<file path="src/rtl/snoop_bus_arbiter.sv">
// Snoop bus transmit arbiter.
// Each requester owns a small FIFO of coherence messages ({prefix, addr}).
// Every cycle one non-empty FIFO is picked round-robin and its head word is
// registered onto the shared bus. When nothing is pending, the bus carries
// the defined idle word and bus_valid is low.
module snoop_bus_arbiter #(
    parameter int N_REQ = 2,
    parameter int ADDR_WIDTH = 8,
    parameter int DEPTH = 4,
    parameter int PREFIX_WIDTH = 2,
    parameter logic [PREFIX_WIDTH-1:0] IDLE_PREFIX = '0
) (
    input  logic                                          clock,
    input  logic                                          reset,
    input  logic [N_REQ-1:0]                              req_valid,
    input  logic [N_REQ*PREFIX_WIDTH-1:0]                 req_prefix,
    input  logic [N_REQ*ADDR_WIDTH-1:0]                   req_addr,
    output logic [N_REQ-1:0]                              req_ready,
    output logic [PREFIX_WIDTH+ADDR_WIDTH-1:0]            bus,
    output logic                                          bus_valid,
    output logic [((N_REQ > 1) ? $clog2(N_REQ) : 1)-1:0]  bus_src
);

    localparam int SRC_W  = (N_REQ > 1) ? $clog2(N_REQ) : 1;
    localparam int IDX_W  = $clog2(DEPTH);
    localparam int PTR_W  = IDX_W + 1;
    localparam int WORD_W = PREFIX_WIDTH + ADDR_WIDTH;

    typedef logic [PREFIX_WIDTH-1:0] bus_prefix_t;

    localparam bus_prefix_t       IDLE_P    = IDLE_PREFIX;
    localparam logic [WORD_W-1:0] IDLE_WORD = {IDLE_P, {ADDR_WIDTH{1'b0}}};

    // Message storage and per-requester pointers. Pointers carry one extra
    // wrap bit so that full and empty can be told apart.
    logic [WORD_W-1:0] fifo_mem [N_REQ][DEPTH];
    logic [PTR_W-1:0]  wr_ptr [N_REQ];
    logic [PTR_W-1:0]  rd_ptr [N_REQ];

    logic [N_REQ-1:0]  fifo_empty;
    logic [N_REQ-1:0]  fifo_full;
    logic [N_REQ-1:0]  push;
    logic [N_REQ-1:0]  pop;

    logic [SRC_W-1:0]  rr_ptr;
    logic [SRC_W-1:0]  grant_idx;
    logic [SRC_W-1:0]  rr_next;
    logic [SRC_W-1:0]  cand;
    logic              grant_valid;

    // FIFO status: empty when pointers match, full when only the wrap bit differs.
    always_comb begin
        fifo_empty = '0;
        fifo_full  = '0;
        for (int i = 0; i < N_REQ; i++) begin
            fifo_empty[i] = (wr_ptr[i] == rd_ptr[i]);
            fifo_full[i]  = (wr_ptr[i][PTR_W-1] != rd_ptr[i][PTR_W-1]) &&
                            (wr_ptr[i][IDX_W-1:0] == rd_ptr[i][IDX_W-1:0]);
        end
    end

    // Ready depends only on fullness; a same-cycle pop never frees a slot early.
    assign req_ready = ~fifo_full;
    assign push      = req_valid & ~fifo_full;

    // Round-robin pick of the first non-empty FIFO starting at rr_ptr.
    // Only entries already stored count, so a word pushed this cycle waits.
    always_comb begin
        grant_valid = 1'b0;
        grant_idx   = rr_ptr;
        cand        = '0;
        pop         = '0;
        for (int k = 0; k < N_REQ; k++) begin
            cand = SRC_W'((int'(rr_ptr) + k) % N_REQ);
            if (!grant_valid && !fifo_empty[cand]) begin
                grant_valid = 1'b1;
                grant_idx   = cand;
            end
        end
        if (grant_valid) begin
            pop[grant_idx] = 1'b1;
        end
        rr_next = (grant_idx == SRC_W'(N_REQ - 1)) ? '0 : grant_idx + SRC_W'(1);
    end

    // Storage write; contents need no reset since the pointers gate visibility.
    always_ff @(posedge clock) begin
        for (int i = 0; i < N_REQ; i++) begin
            if (push[i] && !reset) begin
                fifo_mem[i][wr_ptr[i][IDX_W-1:0]] <=
                    {req_prefix[i*PREFIX_WIDTH +: PREFIX_WIDTH],
                     req_addr[i*ADDR_WIDTH +: ADDR_WIDTH]};
            end
        end
    end

    // Pointer, round-robin and registered bus update; reset drops all queued work.
    always_ff @(posedge clock) begin
        if (reset) begin
            for (int i = 0; i < N_REQ; i++) begin
                wr_ptr[i] <= '0;
                rd_ptr[i] <= '0;
            end
            rr_ptr    <= '0;
            bus       <= IDLE_WORD;
            bus_valid <= 1'b0;
            bus_src   <= '0;
        end else begin
            for (int i = 0; i < N_REQ; i++) begin
                if (push[i]) begin
                    wr_ptr[i] <= wr_ptr[i] + PTR_W'(1);
                end
                if (pop[i]) begin
                    rd_ptr[i] <= rd_ptr[i] + PTR_W'(1);
                end
            end
            if (grant_valid) begin
                bus       <= fifo_mem[grant_idx][rd_ptr[grant_idx][IDX_W-1:0]];
                bus_valid <= 1'b1;
                bus_src   <= grant_idx;
                rr_ptr    <= rr_next;
            end else begin
                bus       <= IDLE_WORD;
                bus_valid <= 1'b0;
            end
        end
    end

endmodule

</file>
<file path="config.mk">
export PLATFORM = sky130hd
export DESIGN_NAME = snoop_bus_arbiter
export DESIGN_NICKNAME = d
export VERILOG_FILES = /design/src/rtl/snoop_bus_arbiter.sv
export SDC_FILE = /design/constraint.sdc
export NUM_CORES = 1
export LEC_CHECK = 0
export ABC_AREA = 1
export ABC_CLOCK_PERIOD_IN_PS = 5010
export BUFFER_PORTS_ARGS = -buffer_cell sky130_fd_sc_hd__buf_2
export CORE_ASPECT_RATIO = 0.7
export CORE_MARGIN = 3
export CORE_UTILIZATION = 48
export DETAILED_ROUTE_END_ITERATION = 8
export GPL_TIMING_DRIVEN = 0
export PLACE_DENSITY = 0.66
export SYNTH_ARGS = -nofsm -noshare
export SYNTH_HDL_FRONTEND = slang
export SYNTH_SLANG_ARGS = --single-unit
</file>
<file path="constraint.sdc">
create_clock -name clock -period 5.01 [get_ports clock]
set_input_delay 1.002 -clock clock [delete_from_list [all_inputs] [get_ports clock]]
set_output_delay 1.002 -clock clock [all_outputs]
set_load 0.01 [all_outputs]
</file>
==> results.py, run 1 <==
metrics = {
    "power_and_ir_drop": {
        "power_leakage_uw": 0.00220,
        "vdd_drop_max_v": 0.000334,
        "power.density_mw_per_mm2": 620,
    },
    "synth": {
        "synth_cells": 435,
        "synth-seq-cells": 105,
        "synth_area_mm2": 0.00453,
        "syn-num-nets": 469,
        "ys_seq_area_frac": 0.668,
        "ys_types": 22,
        "avgSynthCellArea_um2": 10.4,
        "ys_warn_count": 0,
    },
    "placed_design": {
        "portBuffers": 37,
        "hpwl_mm": 6.94,
        "gp_congestion": 0.820,
        "place_area_mm2": 0.00486,
    },
    "sta": {
        "clock_skew_ns": 0.00681,
        "period_minus_slack_ns": 2.64,
        "rsz0062_at_grt": "no",
        "finalSetupViolCount": 0,
        "slew_viol_final": 0,
        "finalHoldViolations": 0,
        "tightest_slew_ns": 1.33,
        "relSlewSlack": 0.108,
        "period_share": 0.527,
        "tns_ns": 0,
        "fmax_mhz": 379,
    },
    "drt": {
        "drcViolationCount": 0,
        "wl_per_cell_um": 17.9,
        "drtIter0Drc": 349,
        "vias_per_cell": 5.20,
        "via_count": 3163,
        "final_antenna_net_count": 0,
        "drt_wl_total_mm": 10.9,
        "dr.pass1.iters": 5,
    },
    "clock_network": {
        "cts_tree": "done",
        "postCtsHoldBufs": 0,
        "cts_max_level": 3,
        "cts_setup_buffers": 0,
        "clk_latency_ns": 0.35,
        "cts_buffer_depth": 2,
        "clk_pin_slew_ns": 0.06,
        "cts_sinks": 105,
        "root_buffer": "clkbuf_16",
        "cts_buffers": 9,
        "ctsResizeCount": 0,
    },
    "setup_path": {
        "cp.required_ns": 4.96,
        "worst_setup_path_end_kind": "register",
        "cp_max_fo": 10,
        "crit_type": "in -> reg",
        "cp_cell_sequence": "buf_2 -> inv_1 -> nand3_1 -> nor2_1",
        "crit_path_top_delay_cell": "nor2_1",
        "arrival_ns": 2.59,
        "slowest_delay_ns": 1.06,
        "startpoint_type": "input pin",
    },
    "final_layout": {
        "n_antenna_cell": 0,
        "final_area_mm2": 0.00514,
        "area_growth_pct": 13.6,
        "finalNetCount": 517,
        "drive_gt1_frac": 0.141,
    },
    "global_route": {
        "antenna_found_initial": 0,
        "grt_pass1_vias": 3120,
        "grt_pass1_wl_mm": 17.2,
        "grt-ovfl-total": 0,
        "grt_max_degree": 17,
        "grtUsageTotal": 0.224,
    },
    "floorplan": {
        "row_count": 28,
        "die_w_um": 122,
        "core_area_mm2": 0.00879,
        "start_util": 0.515,
        "ios": 38,
        "die_h_um": 87.3,
        "die_area_mm2": 0.0107,
    },
    "run": {
        "max_cap_violations": 0,
    },
    "outcome": {
        "status": "finished, final reports clean",
    },
    "min_path": {
        "hold_class": "reg -> reg",
    },
}
==> cells in the mapped netlist <==
| master | n | area, um2 |
|---|---|---|
| nand3_2 | 1 | 10.0 |
| nand2_4 | 1 | 11.3 |
| buf_2 | 14 | 70.1 |
| xor2_1 | 1 | 8.76 |
| ha_1 | 10 | 125 |
| o21ai_0 | 2 | 10.0 |
| nand3_1 | 44 | 220 |
| nand3b_1 | 1 | 7.51 |
| nand4_1 | 1 | 6.26 |
| nand3_4 | 1 | 17.5 |
| inv_2 | 1 | 3.75 |
| o21ai_1 | 1 | 5.00 |
| xnor2_1 | 5 | 43.8 |
| nor2_4 | 1 | 11.3 |
| nor2_1 | 23 | 86.3 |
| nand2_1 | 182 | 683 |
| dfxtp_1 | 13 | 260 |
| o21bai_4 | 1 | 18.8 |
| edfxtp_1 | 92 | 2760 |
| inv_1 | 24 | 90.1 |
| a21oi_1 | 12 | 60.1 |
| clkbuf_1 | 4 | 15.0 |
==> metal layers <==
metal | part of all wire | global-route usage
met1 | 0.45 | 0.323
met2 | 0.44 | 0.342
met3 | 0.093 | 0.0526
met4 | 0.015 | 0.0650
met5 | 0 | 0
==> worst paths after layout <==
path,end,startpoint,slack (ns),cells after the start
hold / removal,bus_src$_SDFFE_PP0N_,bus_src$_SDFFE_PP0N_,0.49,2
hold reg to reg,bus_src$_SDFFE_PP0N_,bus_src$_SDFFE_PP0N_,0.49,2
setup / recovery,fifo_mem[0][12]$_DFFE_PP_,reset,2.37,4
setup reg to reg,fifo_mem[0][12]$_DFFE_PP_,wr_ptr[0][0]$_SDFFCE_PN0P_,2.50,6
==> cells in the final DEF (no fill, tap or decap), drive strengths merged <==
cell / netlist / routed
ha: 10 / 10
nand3b: 1 / 1
nand4: 1 / 1
nor2: 24 / 24
xor2: 1 / 1
o21bai: 1 / 1
nand3: 46 / 46
buf: 14 / 51
dfxtp: 13 / 13
o21ai: 3 / 3
nand2: 183 / 183
clkbuf: 4 / 15
a21oi: 12 / 12
xnor2: 5 / 5
clkinv: 0 / 4
edfxtp: 92 / 92
inv: 25 / 25
bufinv: 0 / 1
==> critical path: cells and delay by family <==
| kind | cells | cell delay [ns] |
|---|---|---|
| AND/OR/NAND/NOR | 2 | 1.30 |
| buffers and inverters | 2 | 0.28 |
==> registers in the layout, summed over array words and instances (netlist names) <==
name and flops:
bus_src 1, bus 10, rd_ptr 6, rr_ptr 1
bus_valid 1, fifo_mem 80, wr_ptr 6
==> where the power goes <==
part / leakage [uW] / switching [uW] / internal (uW)
Sequential: 0.000961 / 60.7 / 1090
Combinational: 0.00110 / 962 / 408
Clock: 0.000138 / 289 / 383
==> layout make-up <==
cell class	count	area, um2
flip-flops and latches	105	3020
multi-input cells	287	1330
inverters	25	93.8
well taps	120	150
clock buffers	11	233
repair buffers	37	185
fillers	759	3650
clock inverters	5	47.5
plain buffers	18	85.1
==> cell families after synthesis <==
logic type / after synthesis / share of synthesized area
DFF: 105 / 0.668
adders and majority gates: 10 / 0.0276
AOI/OAI and AO/OA: 16 / 0.0207
xor gates and xnor gates: 6 / 0.0116
buffers and inverters: 43 / 0.0395
and+or+nand+nor: 255 / 0.233
==> metrics by stage <==
step                 util  worst slack, ns  hold slack [ns]  std cells  power, uW
detailed placement  0.553             2.02            0.477        592       2510
finish              0.585             2.37            0.493        608       3190
global placement    0.553             2.12            0.465        592       2480
CTS                 0.585             2.31            0.493        608       3180
floorplan               -             2.87            0.484        435       2080
global route        0.585             2.29            0.528        608       3430
No activity file was read; power rests on OpenSTA's default activity.
==> run 2: changes to the inputs <==
--- a/config.mk
+++ b/config.mk
@@ -6,14 +6,14 @@
 export NUM_CORES = 1
 export LEC_CHECK = 0
 export ABC_AREA = 1
-export ABC_CLOCK_PERIOD_IN_PS = 5010
+export ABC_CLOCK_PERIOD_IN_PS = 2300
 export BUFFER_PORTS_ARGS = -buffer_cell sky130_fd_sc_hd__buf_2
 export CORE_ASPECT_RATIO = 0.7
 export CORE_MARGIN = 3
 export CORE_UTILIZATION = 48
 export DETAILED_ROUTE_END_ITERATION = 8
 export GPL_TIMING_DRIVEN = 0
-export PLACE_DENSITY = 0.66
+export PLACE_DENSITY = 0.69
 export SYNTH_ARGS = -nofsm -noshare
 export SYNTH_HDL_FRONTEND = slang
 export SYNTH_SLANG_ARGS = --single-unit
==> constraint.sdc (replaced) <==
create_clock -name clock -period 2.3 [get_ports clock]
set_input_delay 0.46 -clock clock [delete_from_list [all_inputs] [get_ports clock]]
set_output_delay 0.46 -clock clock [all_outputs]
set_load 0.01 [all_outputs]
==> run 2 against run 1 <==
Net effect:
- the run now ends with negative setup slack left
- wire length shrank 2.9%
- final area grew 2.5%
- flip-flop and latch count is the same
- hold slack lost 0.19 ns
- die area is the same
- via count grew 0.38%
- critical path depth grew 2
- clock-buffer cell count shrank 2
- cell count grew 0.66%
- setup slack lost 2.4 ns
- critical path type is now reg -> reg
==> results.py, run 2 (same netlist as run 1, synthesis figures left out) <==
metrics = {
    "final_layout": {
        "fin_util": 0.599,
        "area_growth_pct": 16.4,
        "finalNetCount": 521,
        "final_common_cell": "nand2_1",
        "drive_gt1_frac": 0.177,
        "largest_reg_flops": 80,
        "n_antenna_cell": 0,
        "final_cell_mix": "nand2_1 (182), edfxtp_1 (92), nand3_1 (44)",
        "fill_cells": 706,
    },
    "clock_network": {
        "cts_sinks": 105,
        "cts_buffer_depth": 2,
        "clk_latency_ns": 0.35,
        "clk_pin_slew_ns": 0.07,
        "cts_tree": "done",
        "cts_buffers": 9,
        "cts_max_level": 3,
        "root_buffer": "clkbuf_16",
    },
    "placed_design": {
        "portBuffers": 37,
        "gp_congestion": 0.844,
        "hpwl_mm": 6.96,
        "post-place-ws_ns": -0.193,
    },
    "sta": {
        "tightest_slew_ns": 1.13,
        "finalHoldViolations": 0,
        "timing.final.ws_setup_ns": -0.0270,
        "slew_viol_final": 0,
        "finalSetupViolCount": 10,
        "fmax_mhz": 430,
        "clock_skew_ns": 0.00648,
        "relSlewSlack": 0.244,
        "rsz0062_at_grt": "yes",
        "period_minus_slack_ns": 2.33,
        "period_share": 1.01,
    },
    "setup_path": {
        "cp_cell_sequence": "inv_1 -> nand2_1 -> nand2_1 -> nand4_1 -> nand3_1 -> nor2_1",
        "critPathTopFamily": "simple AND/OR/NAND/NOR gates",
        "crit_path_top_delay_cell": "nor2_1",
        "worst_setup_path_end_kind": "register",
        "worst-path-buf-inv": 1,
        "cp_max_fo": 10,
        "cp.required_ns": 2.26,
        "cpMostUsedCell": "nand2_1",
        "slowest_delay_ns": 0.91,
        "crit_type": "reg -> reg",
        "startpoint_type": "register",
        "arrival_ns": 2.29,
    },
    "floorplan": {
        "die_h_um": 87.3,
        "ios": 38,
        "die_w_um": 122,
        "row_count": 28,
        "core_area_mm2": 0.00879,
        "start_util": 0.515,
        "die_area_mm2": 0.0107,
    },
    "drt": {
        "dr.pass1.iters": 5,
        "wl_per_cell_um": 17.3,
        "drt_wl_total_mm": 10.6,
        "drtIter0Drc": 359,
        "via_count": 3175,
        "final_antenna_net_count": 0,
        "drcViolationCount": 0,
        "vias_per_cell": 5.19,
    },
    "min_path": {
        "hold_class": "in -> reg",
    },
    "global_route": {
        "grt-ovfl-total": 0,
        "grtUsageTotal": 0.214,
        "grt_pass1_vias": 2967,
        "grt_max_degree": 18,
        "grt_pass1_wl_mm": 16.2,
        "antenna_found_initial": 0,
    },
    "outcome": {
        "status": "complete, but fails checks",
        "violations": "negative setup slack",
    },
    "power_and_ir_drop": {
        "power_leakage_uw": 0.00226,
        "vdd_drop_max_v": 0.000662,
        "power_uw": 7230,
        "power.density_mw_per_mm2": 1370,
    },
    "run": {
        "max_cap_violations": 0,
    },
}
run 2: cell count changes in the layout (fill, tap and decap cells not counted), sizes merged:
cell      previous run  this run
clkbuf              15        22
buf                 51        46
clkinv               4         2
inv                 25        27
bufinv               1         2
clkinvlp             0         1
run 2: power breakdown:
group | leakage, uW | total, uW | internal [uW] | switching, uW
clock network | 0.000152 | 1620 | 954 | 666
registers | 0.000961 | 2500 | 2360 | 133
logic | 0.00114 | 3110 | 1020 | 2090
total | 0.00226 | 7230 | 4340 | 2890
run 2: worst paths after layout:
path	endpoint	slack [ns]	from	depth (start not counted)
min reg2reg	bus_src$_SDFFE_PP0N_	0.49	bus_src$_SDFFE_PP0N_	2
max	fifo_mem[0][15]$_DFFE_PP_	-0.03	wr_ptr[0][0]$_SDFFCE_PN0P_	6
min	rr_ptr$_SDFFE_PP0N_	0.30	reset	2
max reg2reg	fifo_mem[0][15]$_DFFE_PP_	-0.03	wr_ptr[0][0]$_SDFFCE_PN0P_	6
run 2: area by class of cell:
type / count / area, um2 / share of cell area
repair buffers: 41 / 215 / 0.0408
inverters: 25 / 93.8 / 0.0178
clock inverters: 7 / 92.6 / 0.0176
multi-input cells: 287 / 1350 / 0.256
well taps: 120 / 150 / 0.0285
clock buffers: 9 / 225 / 0.0427
flip-flops and latches: 105 / 3020 / 0.573
plain buffers: 18 / 123 / 0.0233
run 2: repair_timing:
action,in CTS,in global routing
setup endpoints to repair,55,93
gates resized for setup,7,22
buffers inserted,0,4
hold buffers,0,0
cloned,0,0
pin swaps,0,2
run 2: through the flow:
stage	cells	hold slack (ns)	cell area (um2)	setup TNS (ns)
final	612	0.300	5270	-0.213
after global routing	612	0.311	5270	-5.54
after CTS	608	0.287	5190	-1.48
after detailed placement	592	0.469	4860	-3.96
after global placement	592	0.461	4860	-0.515
after floorplan	435	0.484	4530	0
run 2: metal layers:
metal | wire (um) | global-route usage | up-vias | part of all wire
met3 | 852 | 0.0610 | 21 | 0.081
li1 | - | - | 1543 | -
met1 | 4950 | 0.305 | 1486 | 0.47
met5 | 0 | 0 | - | 0
met4 | 194 | 0.0894 | 0 | 0.018
met2 | 4560 | 0.308 | 125 | 0.43
==> run 3: changes to the inputs <==
--- a/config.mk
+++ b/config.mk
@@ -9,7 +9,7 @@
 export ABC_CLOCK_PERIOD_IN_PS = 2300
 export BUFFER_PORTS_ARGS = -buffer_cell sky130_fd_sc_hd__buf_2
 export CORE_ASPECT_RATIO = 0.7
-export CORE_MARGIN = 3
+export CORE_MARGIN = 2
 export CORE_UTILIZATION = 48
 export DETAILED_ROUTE_END_ITERATION = 8
 export GPL_TIMING_DRIVEN = 0
==> run 3 against run 2 <==
Net effect:
- the run now ends clean
- wire length rose by 2.9%
- critical path type unchanged
- largest power group unchanged
- non-clock buffer count down 1
- hold slack lost 0.010 ns
- global-route usage grew 1.3 points
- total power is 0.80% higher
==> results.py, run 3 (same netlist as run 1, synthesis figures left out) <==
metrics = {
    "placed_design": {
        "portBuffers": 37,
        "hpwl_mm": 6.95,
        "gp_congestion": 0.829,
        "post-place-ws_ns": -0.182,
        "place_area_mm2": 0.00487,
    },
    "drt": {
        "dr.pass1.iters": 4,
        "final_antenna_net_count": 0,
        "via_count": 3176,
        "drtIter0Drc": 335,
        "vias_per_cell": 5.16,
        "wl_per_cell_um": 17.7,
        "drt_wl_total_mm": 10.9,
        "drcViolationCount": 0,
    },
    "global_route": {
        "grt-ovfl-total": 0,
        "grt_pass1_wl_mm": 16.6,
        "grt_pass1_vias": 3018,
        "grtUsageTotal": 0.226,
        "grt_max_degree": 16,
        "antenna_found_initial": 0,
    },
    "sta": {
        "clock_skew_ns": 0.00650,
        "rsz0062_at_grt": "yes",
        "finalHoldViolations": 0,
        "hold_ws_ns": 0.289,
        "slew_viol_final": 0,
        "fmax_mhz": 456,
        "period_share": 0.954,
        "finalSetupViolCount": 0,
        "tns_ns": 0,
        "tightest_slew_ns": 0.779,
        "relSlewSlack": 0.480,
        "timing.final.ws_setup_ns": 0.105,
        "period_minus_slack_ns": 2.19,
    },
    "floorplan": {
        "core_area_mm2": 0.00911,
        "die_h_um": 85.3,
        "ios": 38,
        "row_count": 29,
        "die_w_um": 120,
        "start_util": 0.497,
        "die_area_mm2": 0.0102,
    },
    "final_layout": {
        "final_area_mm2": 0.00529,
        "final_cell_mix": "nand2_1 (182), edfxtp_1 (92), nand3_1 (44)",
        "largest_reg_flops": 80,
        "fill_cells": 756,
        "fin_util": 0.581,
        "area_growth_pct": 16.9,
        "final_common_cell": "nand2_1",
        "finalNetCount": 520,
        "n_antenna_cell": 0,
        "drive_gt1_frac": 0.181,
    },
    "power_and_ir_drop": {
        "power_leakage_uw": 0.00226,
        "vdd_drop_max_v": 0.000669,
        "power.density_mw_per_mm2": 1380,
    },
    "clock_network": {
        "clk_pin_slew_ns": 0.07,
        "cts_buffer_depth": 2,
        "cts_tree": "done",
        "cts_max_level": 3,
        "root_buffer": "clkbuf_16",
        "cts_buffers": 9,
        "clk_latency_ns": 0.34,
        "cts_sinks": 105,
    },
    "setup_path": {
        "cp_max_fo": 10,
        "cp.required_ns": 2.27,
        "worst_setup_path_end_kind": "register",
        "startpoint_type": "register",
        "arrival_ns": 2.17,
        "crit_type": "reg -> reg",
    },
    "min_path": {
        "hold_class": "in -> reg",
    },
    "outcome": {
        "status": "finished, final reports clean",
    },
    "run": {
        "max_cap_violations": 0,
    },
}
## run 3: what timing repair did
item                                    CTS  global route
pin swaps                                 0             1
hold buffers                              0             0
setup buffers                             0             3
endpoints found under the setup margin   79            73
endpoints found under the hold margin     0             0
gates resized for setup                  10            43
## run 3: layout make-up
type	count	area [um2]	area share
Sequential cell	105	3020	0.571
Inverter	25	93.8	0.0177
Buffer	18	140	0.0265
Clock buffer	12	246	0.0466
Multi-Input combinational cell	287	1380	0.261
Clock inverter	4	42.5	0.00804
Timing Repair Buffer	40	208	0.0393
Tap cell	124	155	0.0293
## run 3: where the power goes
group          switching, uW  leakage (uW)  internal, uW
Clock                    634      0.000142           865
Combinational           2180       0.00115          1110
Sequential               133      0.000961          2360
Total                   2950       0.00226          4330
## run 3: final timing paths
| check | slack [ns] | depth (start not counted) | end | startpoint |
|---|---|---|---|---|
| setup / recovery | 0.11 | 6 | fifo_mem[0][35]$_DFFE_PP_ | wr_ptr[0][0]$_SDFFCE_PN0P_ |
| hold / removal | 0.29 | 2 | rr_ptr$_SDFFE_PP0N_ | reset |
| setup reg to reg | 0.11 | 6 | fifo_mem[0][35]$_DFFE_PP_ | wr_ptr[0][0]$_SDFFCE_PN0P_ |
| hold reg to reg | 0.48 | 2 | bus_src$_SDFFE_PP0N_ | bus_src$_SDFFE_PP0N_ |
## run 3: stage by stage
step	instances	power (uW)
after global placement	596	5420
after global routing	615	7760
after CTS	612	6980
after detailed placement	596	5470
final	615	7280
after floorplan	435	4540
## run 3: worst max-delay path, stage by stage (launching register included)
cell and delay, ns:
edfxtp_1 0.44, inv_1 0.11, nand2_1 0.07, nand2_1 0.08
nand4_1 0.11, nand3_1 0.30, nor2_2 0.71
## run 3: metal layers
metal / GRT usage / routed length [um] / part of all wire
met3: 0.0887 / 1200 / 0.11
met2: 0.348 / 4830 / 0.44
met4: 0.0503 / 91 / 0.0084
met1: 0.307 / 4740 / 0.44
met5: 0 / 0 / 0
